<file path="src/rtl/fir_pkg.sv">
// Shared FIR constants plus the accumulator-width and saturation helpers
// used by the output quantizer and its bench model.
package fir_pkg;

   localparam int unsigned WIDTH  = 16;
   localparam int unsigned LENGTH = 100;

   typedef struct packed {
      logic signed [63:0] val;
      logic               sat;
   } clip_t;

   function automatic int unsigned fir_acc_width(input int unsigned w, input int unsigned l);
      return 32'($clog2(l)) + 2 * w;
   endfunction

   // Clip a signed value to an ow-bit two's complement range; sat marks clipping.
   function automatic clip_t sat_clip(input logic signed [63:0] x, input int unsigned ow);
      logic signed [63:0] hi;
      logic signed [63:0] lo;
      clip_t              r;
      hi    = (64'sd1 <<< (ow - 1)) - 64'sd1;
      lo    = -(64'sd1 <<< (ow - 1));
      r.val = x;
      r.sat = 1'b0;
      if (x > hi) begin
         r.val = hi;
         r.sat = 1'b1;
      end else if (x < lo) begin
         r.val = lo;
         r.sat = 1'b1;
      end
      return r;
   endfunction

endpackage

</file>
<file path="src/rtl/sync_fifo.sv">
// Small synchronous FIFO: registered storage, combinational head read,
// extra-MSB pointers so full/empty fall straight out of the pointer compare.
module sync_fifo #(
   parameter int unsigned W     = 17,
   parameter int unsigned DEPTH = 4
) (
   input  logic         clk,
   input  logic         rst_n,
   input  logic         push,
   input  logic         pop,
   input  logic [W-1:0] din,
   output logic [W-1:0] dout,
   output logic         full,
   output logic         empty
);

   localparam int unsigned AW = $clog2(DEPTH);

   logic [AW:0]  wr_q, wr_d;
   logic [AW:0]  rd_q, rd_d;
   logic [W-1:0] mem_q [DEPTH];
   logic [W-1:0] mem_d [DEPTH];
   logic         do_pop_c;
   logic         do_push_c;

   assign empty = (wr_q == rd_q);
   assign full  = (wr_q[AW] != rd_q[AW]) && (wr_q[AW-1:0] == rd_q[AW-1:0]);
   assign dout  = mem_q[rd_q[AW-1:0]];

   // A push into a full FIFO is only accepted when the head leaves on the same edge.
   always_comb begin
      do_pop_c  = pop & ~empty;
      do_push_c = push & (~full | do_pop_c);
      mem_d     = mem_q;
      wr_d      = wr_q;
      rd_d      = rd_q;
      if (do_push_c) begin
         mem_d[wr_q[AW-1:0]] = din;
         wr_d                = wr_q + (AW+1)'(1);
      end
      if (do_pop_c) begin
         rd_d = rd_q + (AW+1)'(1);
      end
   end

   always_ff @(posedge clk or negedge rst_n) begin
      if (!rst_n) begin
         wr_q <= '0;
         rd_q <= '0;
         for (int unsigned i = 0; i < DEPTH; i++) begin
            mem_q[i] <= '0;
         end
      end else begin
         wr_q  <= wr_d;
         rd_q  <= rd_d;
         mem_q <= mem_d;
      end
   end

endmodule

</file>
<file path="src/rtl/fir_output_quantizer.sv">
// FIR output stage: half-up round and shift, saturate to OUT_WIDTH, buffer in a
// FIFO behind valid/ready. Overflow drops samples and counts them; never stalls.
module fir_output_quantizer
   import fir_pkg::*;
#(
   parameter int unsigned IN_WIDTH  = fir_acc_width(WIDTH, LENGTH),
   parameter int unsigned OUT_WIDTH = 16,
   parameter int unsigned SHIFT     = 16,
   parameter int unsigned DEPTH     = 4
) (
   input  logic                 clk,
   input  logic                 reset,
   input  logic [IN_WIDTH-1:0]  in_data,
   input  logic                 in_valid,
   output logic [OUT_WIDTH-1:0] out_data,
   output logic                 out_sat,
   output logic                 out_valid,
   input  logic                 out_ready,
   input  logic                 clr_status,
   output logic                 overflow,
   output logic [7:0]           drop_count
);

   localparam logic signed [IN_WIDTH:0] HALF = (IN_WIDTH+1)'(1) << (SHIFT - 1);

   logic                        v1_q, v1_d;
   logic signed [IN_WIDTH:0]    r1_q, r1_d;
   logic                        v2_q, v2_d;
   logic [OUT_WIDTH-1:0]        d2_q, d2_d;
   logic                        sat2_q, sat2_d;
   logic                        overflow_q, overflow_d;
   logic [7:0]                  drop_cnt_q, drop_cnt_d;
   logic signed [IN_WIDTH:0]    ext_c;
   logic                        pop_c;
   logic                        drop_c;
   logic                        full_c;
   logic                        empty_c;

   assign out_valid  = ~empty_c;
   assign pop_c      = out_valid & out_ready;
   assign drop_c     = v2_q & full_c & ~pop_c;
   assign overflow   = overflow_q;
   assign drop_count = drop_cnt_q;

   // One guard bit keeps the rounding add from wrapping at the positive extreme.
   always_comb begin
      ext_c = {in_data[IN_WIDTH-1], in_data};
      v1_d  = in_valid;
      r1_d  = r1_q;
      if (in_valid) begin
         r1_d = (ext_c + HALF) >>> SHIFT;
      end
      v2_d             = v1_q;
      {d2_d, sat2_d}   = (OUT_WIDTH+1)'(sat_clip(64'(r1_q), OUT_WIDTH));
   end

   // A drop on the same edge as a clear wins, leaving a count of one.
   always_comb begin
      overflow_d = overflow_q;
      drop_cnt_d = drop_cnt_q;
      if (clr_status) begin
         overflow_d = 1'b0;
         drop_cnt_d = '0;
      end
      if (drop_c) begin
         overflow_d = 1'b1;
         if (drop_cnt_d != 8'hff) begin
            drop_cnt_d = drop_cnt_d + 8'd1;
         end
      end
   end

   always_ff @(posedge clk or negedge reset) begin
      if (!reset) begin
         v1_q       <= 1'b0;
         r1_q       <= '0;
         v2_q       <= 1'b0;
         d2_q       <= '0;
         sat2_q     <= 1'b0;
         overflow_q <= 1'b0;
         drop_cnt_q <= '0;
      end else begin
         v1_q       <= v1_d;
         r1_q       <= r1_d;
         v2_q       <= v2_d;
         d2_q       <= d2_d;
         sat2_q     <= sat2_d;
         overflow_q <= overflow_d;
         drop_cnt_q <= drop_cnt_d;
      end
   end

   sync_fifo #(
      .W     (OUT_WIDTH + 1),
      .DEPTH (DEPTH)
   ) u_fifo (
      .clk   (clk),
      .rst_n (reset),
      .push  (v2_q),
      .pop   (pop_c),
      .din   ({sat2_q, d2_q}),
      .dout  ({out_sat, out_data}),
      .full  (full_c),
      .empty (empty_c)
   );

endmodule

</file>
<file path="config.mk">
export PLATFORM = sky130hd
export DESIGN_NAME = fir_output_quantizer
export DESIGN_NICKNAME = d
export VERILOG_FILES = /design/src/rtl/fir_pkg.sv /design/src/rtl/sync_fifo.sv /design/src/rtl/fir_output_quantizer.sv
export SDC_FILE = /design/constraint.sdc
export NUM_CORES = 1
export LEC_CHECK = 0
export ABC_CLOCK_PERIOD_IN_PS = 7000
export CAP_MARGIN = 20
export CORE_MARGIN = 2
export CORE_UTILIZATION = 40
export DETAILED_ROUTE_END_ITERATION = 10
export PLACE_DENSITY = 0.72
export SLEW_MARGIN = 20
export SYNTH_ARGS = -nofsm -noshare
export SYNTH_HDL_FRONTEND = slang
export SYNTH_HIERARCHICAL = 1
export SYNTH_SLANG_ARGS = --single-unit
</file>
<file path="constraint.sdc">
create_clock -name clk -period 7 [get_ports clk]
set_input_delay 0.7 -clock clk [delete_from_list [all_inputs] [get_ports clk]]
set_output_delay 0.7 -clock clk [all_outputs]
set_load 0.05 [all_outputs]
</file>
## Word level (Yosys, flattened, before mapping)

Index checks and enable logic that the tools add are counted.

- Register bits after elaboration: 126
- Input port bits: 44

- $add $sub $neg: 4
- Magnitude comparators: 5
- Equal/unequal tests: 4
- Muxes and demuxes: 13
- Bitwise operators: 11
- Reduce and logical (&&, ||, !) cells: 3

Operators with widths:

| cell | number |
|---|---|
| $mux W17 | 5 |
| $bwmux W68 | 1 |
| $add A39 B17 Y40 const B | 1 |
| $bmux W17 S2 | 1 |
| $demux W17 S2 | 1 |
| $gt A24 B16 Y1 const B | 1 |
| $lt A24 B16 Y1 const B | 1 |
| $mux W8 | 3 |
| $add A8 B1 Y8 const B | 1 |
| $ne A8 B8 Y1 const B | 1 |
| $add A3 B1 Y3 const B | 2 |
| $ge A3 B3 Y1 const B | 2 |
| $not A2 Y3 | 2 |
| $and A1 B1 Y1 | 5 |
| $eq A3 B3 Y1 | 1 |
| $lt A3 B1 Y1 const B | 1 |
| $not A1 Y1 | 3 |
| $eq A2 B2 Y1 | 1 |
| $logic_and A1 B1 Y1 | 2 |
| $mux W1 | 2 |
| $reduce_bool A2 Y1 | 1 |
| $ne A1 B1 Y1 | 1 |
| $or A1 B1 Y1 | 1 |

## Longest topological paths before layout

Gate-level depths: netlist of run 1.

- Depth in word-level cells: 6
- Gate-level depth with buffers: 10

## Modules after synthesis

The synthesis of run 1 kept the hierarchy.

Modules (own cells, without submodules):

| module | times used | cells an instance | area each (sq um) |
|---|---|---|---|
| sync_fifo | 1 | 205 | 3538.4 |
| fir_output_quantizer | 1 | 247 | 2512.4 |

## Worst setup path before layout of run 1

OpenSTA, ideal clock, no wires.

- Path kind: register to register
- Start: reg u_fifo.rd_q[1]
- End: reg u_fifo/mem_q[23] (netlist name)
- Arrival time: 2776 ps
- Required time: 6875 ps
- Path slack: 4099 ps
- Stages on the path, launching flop included: 11
- Path buffers: 4
- Path through: dfrtp_1 buf_6 xor2_4 buf_6 nor3_1 nand2b_1 inv_1 clkbuf_1 o41ai_4 buf_4 mux2_2

- Longest elaborated chain between the ends: 6
- Elaborated cells between the ends (all ways): 9

RTL lines:

| item | line | source |
|---|---|---|
| start: declaration | sync_fifo.sv:20 | `logic [AW:0] rd_q, rd_d;` |
| start signal: assignment | sync_fifo.sv:55 | `rd_q <= rd_d;` |
| $eq A3 B3 Y1 | sync_fifo.sv:26 | `assign empty = (wr_q == rd_q);` |
| via empty_c | fir_output_quantizer.sv:37 | `logic empty_c;` |
| $not A1 Y1 | fir_output_quantizer.sv:39 | `assign out_valid = ~empty_c;` |
| $and A1 B1 Y1 | fir_output_quantizer.sv:40 | `assign pop_c = out_valid & out_ready;` |
| via pop_c | fir_output_quantizer.sv:34 | `logic pop_c;` |
| $and A1 B1 Y1 | sync_fifo.sv:32 | `do_pop_c = pop & ~empty;` |
| $or A1 B1 Y1 | sync_fifo.sv:33 | `do_push_c = push & (~full \| do_pop_c);` |
| $and A1 B1 Y1 | sync_fifo.sv:33 |  |
| end signal: assignment | sync_fifo.sv:56 | `mem_q <= mem_d;` |
| end: declaration | sync_fifo.sv:21 | `logic [W-1:0] mem_q [DEPTH];` |

The timed path passes the listed nets, and every way through them passes these cells.
A chain may end at the register's enable or synchronous reset.

## Worst setup path after layout of run 1

- Start: reg u_fifo.rd_q[1]
- End: reg u_fifo/mem_q[16] (netlist name)

Same word-level chain as after synthesis.

==> results of run 1 <==
==> state kept, by name (all words and copies together), names as in the netlist, 3 cells and up <==
signal,cells
u_fifo/wr_q,3
d2_q,16
u_fifo/mem_q,68
u_fifo/rd_q,3
drop_count,8
r1_q,24
==> cell usage after synthesis, types with 10 or more instances <==
cell type  number  area, um2
a31oi_1        11       68.8
nor2_1         26       97.6
mux4_2         13        293
or4_1          10       75.1
nand4_1        12       75.1
o31ai_1        10       75.1
a21oi_1        17       85.1
mux2_4         10        150
dfrtp_1       126       3150
inv_1          10       37.5
o21a_1         15        113
nand2_1        13       48.8
mux2_2         54        608
==> worst paths after layout <==
path	from	to	slack (ns)	depth (start not counted)
worst max register to register	u_fifo/rd_q[1]	u_fifo/mem_q[16]	3.52	7
min in group clk	v1_q	v2_q	0.39	0
worst min-delay path	reset	u_fifo/mem_q[43]	0.35	1
max in group asynchronous	reset	u_fifo/mem_q[38]	5.31	2
worst max-delay path	u_fifo/rd_q[1]	u_fifo/mem_q[16]	3.52	7
worst min register to register	v1_q	v2_q	0.39	0
==> power groups by stage <==
stage	Sequential, mW	Clock [mW]	Combinational [mW]
after global routing	1.19	0.942	1.60
after detailed placement	1.17	0	1.51
after floorplan	1.11	0	1.15
after CTS	1.15	0.905	1.52
after global placement	1.14	0	1.49
final	1.15	0.889	1.50
==> worst reg2reg max path, stage by stage (launching register included) <==
cell and delay (ns):
dfrtp_2 0.75, xor2_4 0.28, nor3_1 0.31, nand2b_1 0.21, inv_1 0.28, o41ai_4 0.81, buf_4 0.35, mux2_2 0.36
==> layout make-up <==
class | count | area, um2
flip-flops and latches | 126 | 3150
clock buffers | 18 | 439
fillers | 1232 | 7290
repair buffers | 63 | 608
inverters | 10 | 37.5
multi-input cells | 294 | 2720
well taps | 184 | 230
clock inverters | 13 | 164
==> metrics by stage <==
step / area (um2) / power [mW] / setup WS [ns]
2_1_floorplan: 6050 / 2.26 / 4.10
3_3_place_gp: 6750 / 2.63 / 3.20
3_5_place_dp: 6750 / 2.68 / 3.13
4_1_cts: 7350 / 3.58 / 3.12
5_1_grt: 7350 / 3.73 / 3.25
6_report: 7350 / 3.54 / 3.52
==> cell usage in the layout, fill, tap and decap left out, types with 12 or more instances in the layout <==
cell | netlist | routed
a21oi_1 | 17 | 17
clkbuf_16 | 0 | 17
clkdlybuf4s50_1 | 0 | 54
dfrtp_1 | 126 | 125
mux2_2 | 54 | 54
mux4_2 | 13 | 13
nand2_1 | 13 | 13
nand4_1 | 12 | 12
nor2_1 | 26 | 26
o21a_1 | 15 | 15
==> per-layer routing <==
layer | global-route usage, % | vias to the layer above | routed length, um | part of all wire (%)
met5 | 0 | - | 0 | 0
met3 | 4.40 | 7 | 416 | 3.6
met1 | 20.9 | 1919 | 5410 | 46
li1 | - | 1818 | - | -
met4 | 4.46 | 0 | 90 | 0.77
met2 | 25.5 | 83 | 5780 | 49
==> kinds of logic after synthesis <==
family | Yosys count | synth area share (%)
AOI/OAI and AO/OA | 71 | 9.18
xor gates and xnor gates | 20 | 3.45
adders and majority gates | 7 | 1.45
buffers and inverters | 32 | 3.00
DFF | 126 | 52.1
muxes | 90 | 20.8
and+or+nand+nor | 106 | 10.0
==> impl_metrics.csv, run 1 <==
group,metric,value,unit
synthesis,synth_cell_types,53,
clock_network,cts_root_buffer,"clkbuf_16",
clock_network,cts_num_sinks,126,
power,power.share.combinational,42.3,%
power,swShare,37.5,%
clock_network,cts_tree,"yes",
cells_and_area,fin_nets,563,
clock_network,ctsLongestPathBuffers,2,
clock_network,clkTransAtPathRegs,0.06,ns
synthesis,post_synth.cell_area_avg,13.4,um2
synthesis,netlist_area,6050,um2
cells_and_area,diodes,0,
power,p_leak,2.96,nW
global_routing,grt_pass1_wl,19900,um
die,row_count,44,
power,seq_power_share,32.6,%
synthesis,synth_edf_count,0,
setup_path,cp.required,7.29,ns
synthesis,ys.flop_type,"dfrtp_1",
die,die_h,127,um
detailed_routing,dr.pass1.iters,4,
power,p_int,2.21,mW
setup_path,worstSetupEndpointType,"flop",
sta,worst-slew-pin-transition,0.873,ns
placement,port_buffers,55,
global_routing,antenna_found_initial,0,
clock_network,cts_setup_buffers,0,
sta,hold_ws,0.351,ns
detailed_routing,vias_per_cell,5.41,
flow_run,maxCapViolCount,0,
clock_network,worstSkewPairLatency,0.41,ns
power,power.density,482,nW/um2
setup_path,path_class,"reg -> reg",
global_routing,grt_max_degree,70,
die,core,14600,um2
synthesis,ys_ff_latch,126,
power,clkPwrFrac,25.1,%
sta,min_period,3.48,ns
setup_path,cp_slowest_cell,"o41ai_4",
cells_and_area,drive_gt1_share,24.8,%
setup_path,crit_arrival,3.76,ns
synthesis,netlist_instances,452,
clock_network,htreeDepth,4,
setup_path,slowest_delay,0.81,ns
setup_path,crit_family,"compound AO/OA/AOI/OAI gates",
sta,rsz0062_at_grt,"no",
detailed_routing,drt_iter0_markers,203,
detailed_routing,num_vias,3827,
global_routing,gr-total-overflow,0,
synthesis,synth_nets,503,
detailed_routing,drt-wirelength-per-cell,16.5,um
cells_and_area,fin_cells,708,
sta,finalSetupViolCount,0,
worst_hold_path,min_path_type,"in -> async",
placement,place_congestion,0.881,
detailed_routing,drc,0,
synthesis,synth-seq-area-share,52.1,%
power,ir_drop,0.213,mV
outcome,status,"finished, final reports clean",
global_routing,grt_use_total,15.7,%
die,initial_core_util,41.3,%
die,num_io_pins,71,
sta,skew,0.00851,ns
die,die_w,127,um
setup_path,startpoint_type,"flop",
placement,placed_cells,677,
placement,hpwl,7740,um
sta,slew_viol_final,0,
clock_network,hold_buffers,0,
cells_and_area,synthToLayoutAreaGrowth,21.5,%
sta,fin_crit_sh,49.7,%
sta,max_freq,0.288,GHz
die,die_area,16100,um2
power,p_sw,1.33,mW
sta,final-hold-violation-count,0,
synthesis,yosys_warnings,6,
global_routing,first_global_vias,3910,
synthesis,async_flop_share,100,%
setup_path,cp_max_fo,20,
sta,tns,0,ns
detailed_routing,wirelength,11700,um
sta,relSlewSlack,41.8,%
clock_network,numCtsBuffers,17,
cells_and_area,utilization,50.2,%
detailed_routing,antenna_left,0,
setup_path,crit_chain,"xor2_4, nor3_1, nand2b_1, inv_1, o41ai_4, buf_4, mux2_2",
clock_network,cts_resized,0,
setup_path,timing.critical_path.buf_inv,2,
(Power assumes the default switching activity.)
==> run 2, diff against run 1 <==
--- a/config.mk
+++ b/config.mk
@@ -5,7 +5,7 @@
 export SDC_FILE = /design/constraint.sdc
 export NUM_CORES = 1
 export LEC_CHECK = 0
-export ABC_CLOCK_PERIOD_IN_PS = 7000
+export ABC_CLOCK_PERIOD_IN_PS = 3550
 export CAP_MARGIN = 20
 export CORE_MARGIN = 2
 export CORE_UTILIZATION = 40
==> constraint.sdc (replaced) <==
create_clock -name clk -period 3.55 [get_ports clk]
set_input_delay 0.355 -clock clk [delete_from_list [all_inputs] [get_ports clk]]
set_output_delay 0.355 -clock clk [all_outputs]
set_load 0.05 [all_outputs]
==> impl_metrics.csv, run 2 (synthesis results as in run 1) <==
group,metric,value,unit
detailed_routing,vias_per_cell,5.42,
setup_path,cp.required,3.19,ns
sta,finalSetupViolCount,0,
global_routing,first_global_vias,3942,
placement,hpwl,7760,um
power,clkPwrFrac,23.3,%
sta,tns,0,ns
die,die_area,16100,um2
placement,place_congestion,0.821,
cells_and_area,seq_area,3150,um2
sta,min_period,2.92,ns
power,p_leak,2.97,nW
power,p_int,4.25,mW
detailed_routing,drt_iter0_markers,212,
cells_and_area,reg_top3,"u_fifo/mem_q (68), r1_q (24), d2_q (16)",
worst_hold_path,min_path_type,"reg -> reg",
setup_path,r2r_cells,7,
detailed_routing,num_vias,3858,
setup_path,worstSetupEndpointType,"primary output",
die,die_h,127,um
global_routing,grt_pass1_wl,19600,um
sta,skew,0.00857,ns
detailed_routing,antenna_left,0,
cells_and_area,mostFrequentLayoutCells,"dfrtp_1, mux2_2, clkdlybuf4s50_1",
worst_hold_path,hold_end,"v2_q",
cells_and_area,multiInputGateArea,2720,um2
cells_and_area,diodes,0,
clock_network,cts_tree,"yes",
setup_path,startpoint_type,"flop",
die,core,14600,um2
global_routing,gr-total-overflow,0,
sta,fin_ws,0.627,ns
worst_hold_path,hold_depth,0,
die,row_count,44,
power,swShare,38.0,%
sta,fin_crit_sh,82.3,%
setup_path,rrSetupSlack,0.66,ns
clock_network,clkTransAtPathRegs,0.06,ns
clock_network,numCtsBuffers,17,
global_routing,antenna_found_initial,0,
power,ir_drop,0.374,mV
clock_network,cts_num_sinks,126,
placement,place_ws,0.656,ns
detailed_routing,drc,0,
placement,port_buffers,55,
die,die_w,127,um
setup_path,regToRegStartpoint,"u_fifo/wr_q[0]",
detailed_routing,wirelength,11700,um
detailed_routing,dr.pass1.iters,4,
sta,max_freq,0.342,GHz
sta,hold_ws,0.379,ns
global_routing,grt_max_degree,79,
detailed_routing,drt-wirelength-per-cell,16.5,um
die,initial_core_util,41.3,%
power,p_sw,2.60,mW
clock_network,worstSkewPairLatency,0.41,ns
outcome,status,"finished, final reports clean",
power,power.share.combinational,44.1,%
cells_and_area,regMostFlops,"u_fifo/mem_q",
sta,worst-slew-pin-transition,0.741,ns
setup_path,cp_max_fo,20,
clock_network,htreeDepth,4,
sta,relSlewSlack,50.6,%
cells_and_area,fin_nets,566,
cells_and_area,largest_reg_flops,68,
clock_network,ctsLongestPathBuffers,2,
power,seq_power_share,32.6,%
cells_and_area,layout_commonest_cell,"dfrtp_1",
setup_path,path_class,"reg -> out",
cells_and_area,synthToLayoutAreaGrowth,21.4,%
worst_hold_path,hold_path.startpoint,"v1_q",
cells_and_area,nFillCells,1256,
die,num_io_pins,71,
flow_run,maxCapViolCount,0,
power,total_power,6.85,mW
clock_network,cts_root_buffer,"clkbuf_16",
setup_path,crit_arrival,2.57,ns
sta,rsz0062_at_grt,"no",
cells_and_area,drive_gt1_share,24.6,%
power,power.density,933,nW/um2
global_routing,grt_use_total,15.6,%
setup_path,r2r-end,"u_fifo/mem_q[45]",
sta,final-hold-violation-count,0,
sta,slew_viol_final,0,
## run 2: cell count changes in the layout (fill, tap and decap cells not counted), moves of 2 or more
cell | previous run | this run
clkbuf_1 | 0 | 3
inv_6 | 3 | 0
bufinv_16 | 3 | 1
clkinv_2 | 2 | 4
clkinv_4 | 0 | 2
clkinvlp_4 | 5 | 3
## run 2: routing by layer
metal | global-route usage [%] | up-vias | share of wire (%)
met5 | 0 | - | 0
met4 | 5.62 | 0 | 1.2
met3 | 3.98 | 12 | 3.8
met2 | 25.4 | 74 | 50
met1 | 20.4 | 1948 | 45
li1 | - | 1824 | -
## run 2: worst max path at each step
| stage | start | endpoint | slack, ns | depth (start not counted) |
|---|---|---|---|---|
| after global placement | u_fifo/wr_q[0] | u_fifo/mem_q[41] | 0.75 | 7 |
| after detailed placement | u_fifo/wr_q[0] | u_fifo/mem_q[41] | 0.66 | 7 |
| after CTS | u_fifo/rd_q[0] | out_data[8] | 0.57 | 3 |
| after floorplan | u_fifo/rd_q[1] | u_fifo/mem_q[23] | 0.65 | 10 |
| final | u_fifo/rd_q[0] | out_data[8] | 0.63 | 3 |
| after global routing | u_fifo/wr_q[0] | u_fifo/mem_q[45] | 0.50 | 7 |
## run 2: through the flow
step	area (um2)	cells	util, %
final	7340	712	50.2
after global routing	7340	712	50.2
after CTS	7340	712	50.1
after detailed placement	6770	679	46.2
after global placement	6770	679	46.2
after floorplan	6050	452	-
## run 2: repair_timing
action | CTS | global route
hold endpoints to repair | 21 | 0
buffers inserted | 0 | 0
hold buffers | 1 | 0
gates resized for setup | 0 | 0
endpoints found under the setup margin | 0 | 0
## run 2: power groups by stage
stage,Combinational [mW],Clock (mW),Sequential [mW]
after floorplan,2.28,0,2.19
after global placement,3.00,0,2.20
after detailed placement,3.05,0,2.25
after CTS,3.07,1.64,2.24
after global routing,3.20,1.70,2.29
final,3.02,1.60,2.23
## run 2: critical path: stages, from the launching register on
cell             delay, ns
dfrtp_1               0.39
buf_4                 0.38
mux4_1                0.65
clkdlybuf4s50_1       0.73
## run 2: area by class of cell
type | count | area share, %
Multi-Input combinational cell | 294 | 37.1
Sequential cell | 126 | 42.9
Inverter | 10 | 0.511
Tap cell | 184 | 3.13
Timing Repair Buffer | 66 | 8.79
Clock buffer | 22 | 6.32
Clock inverter | 10 | 1.23
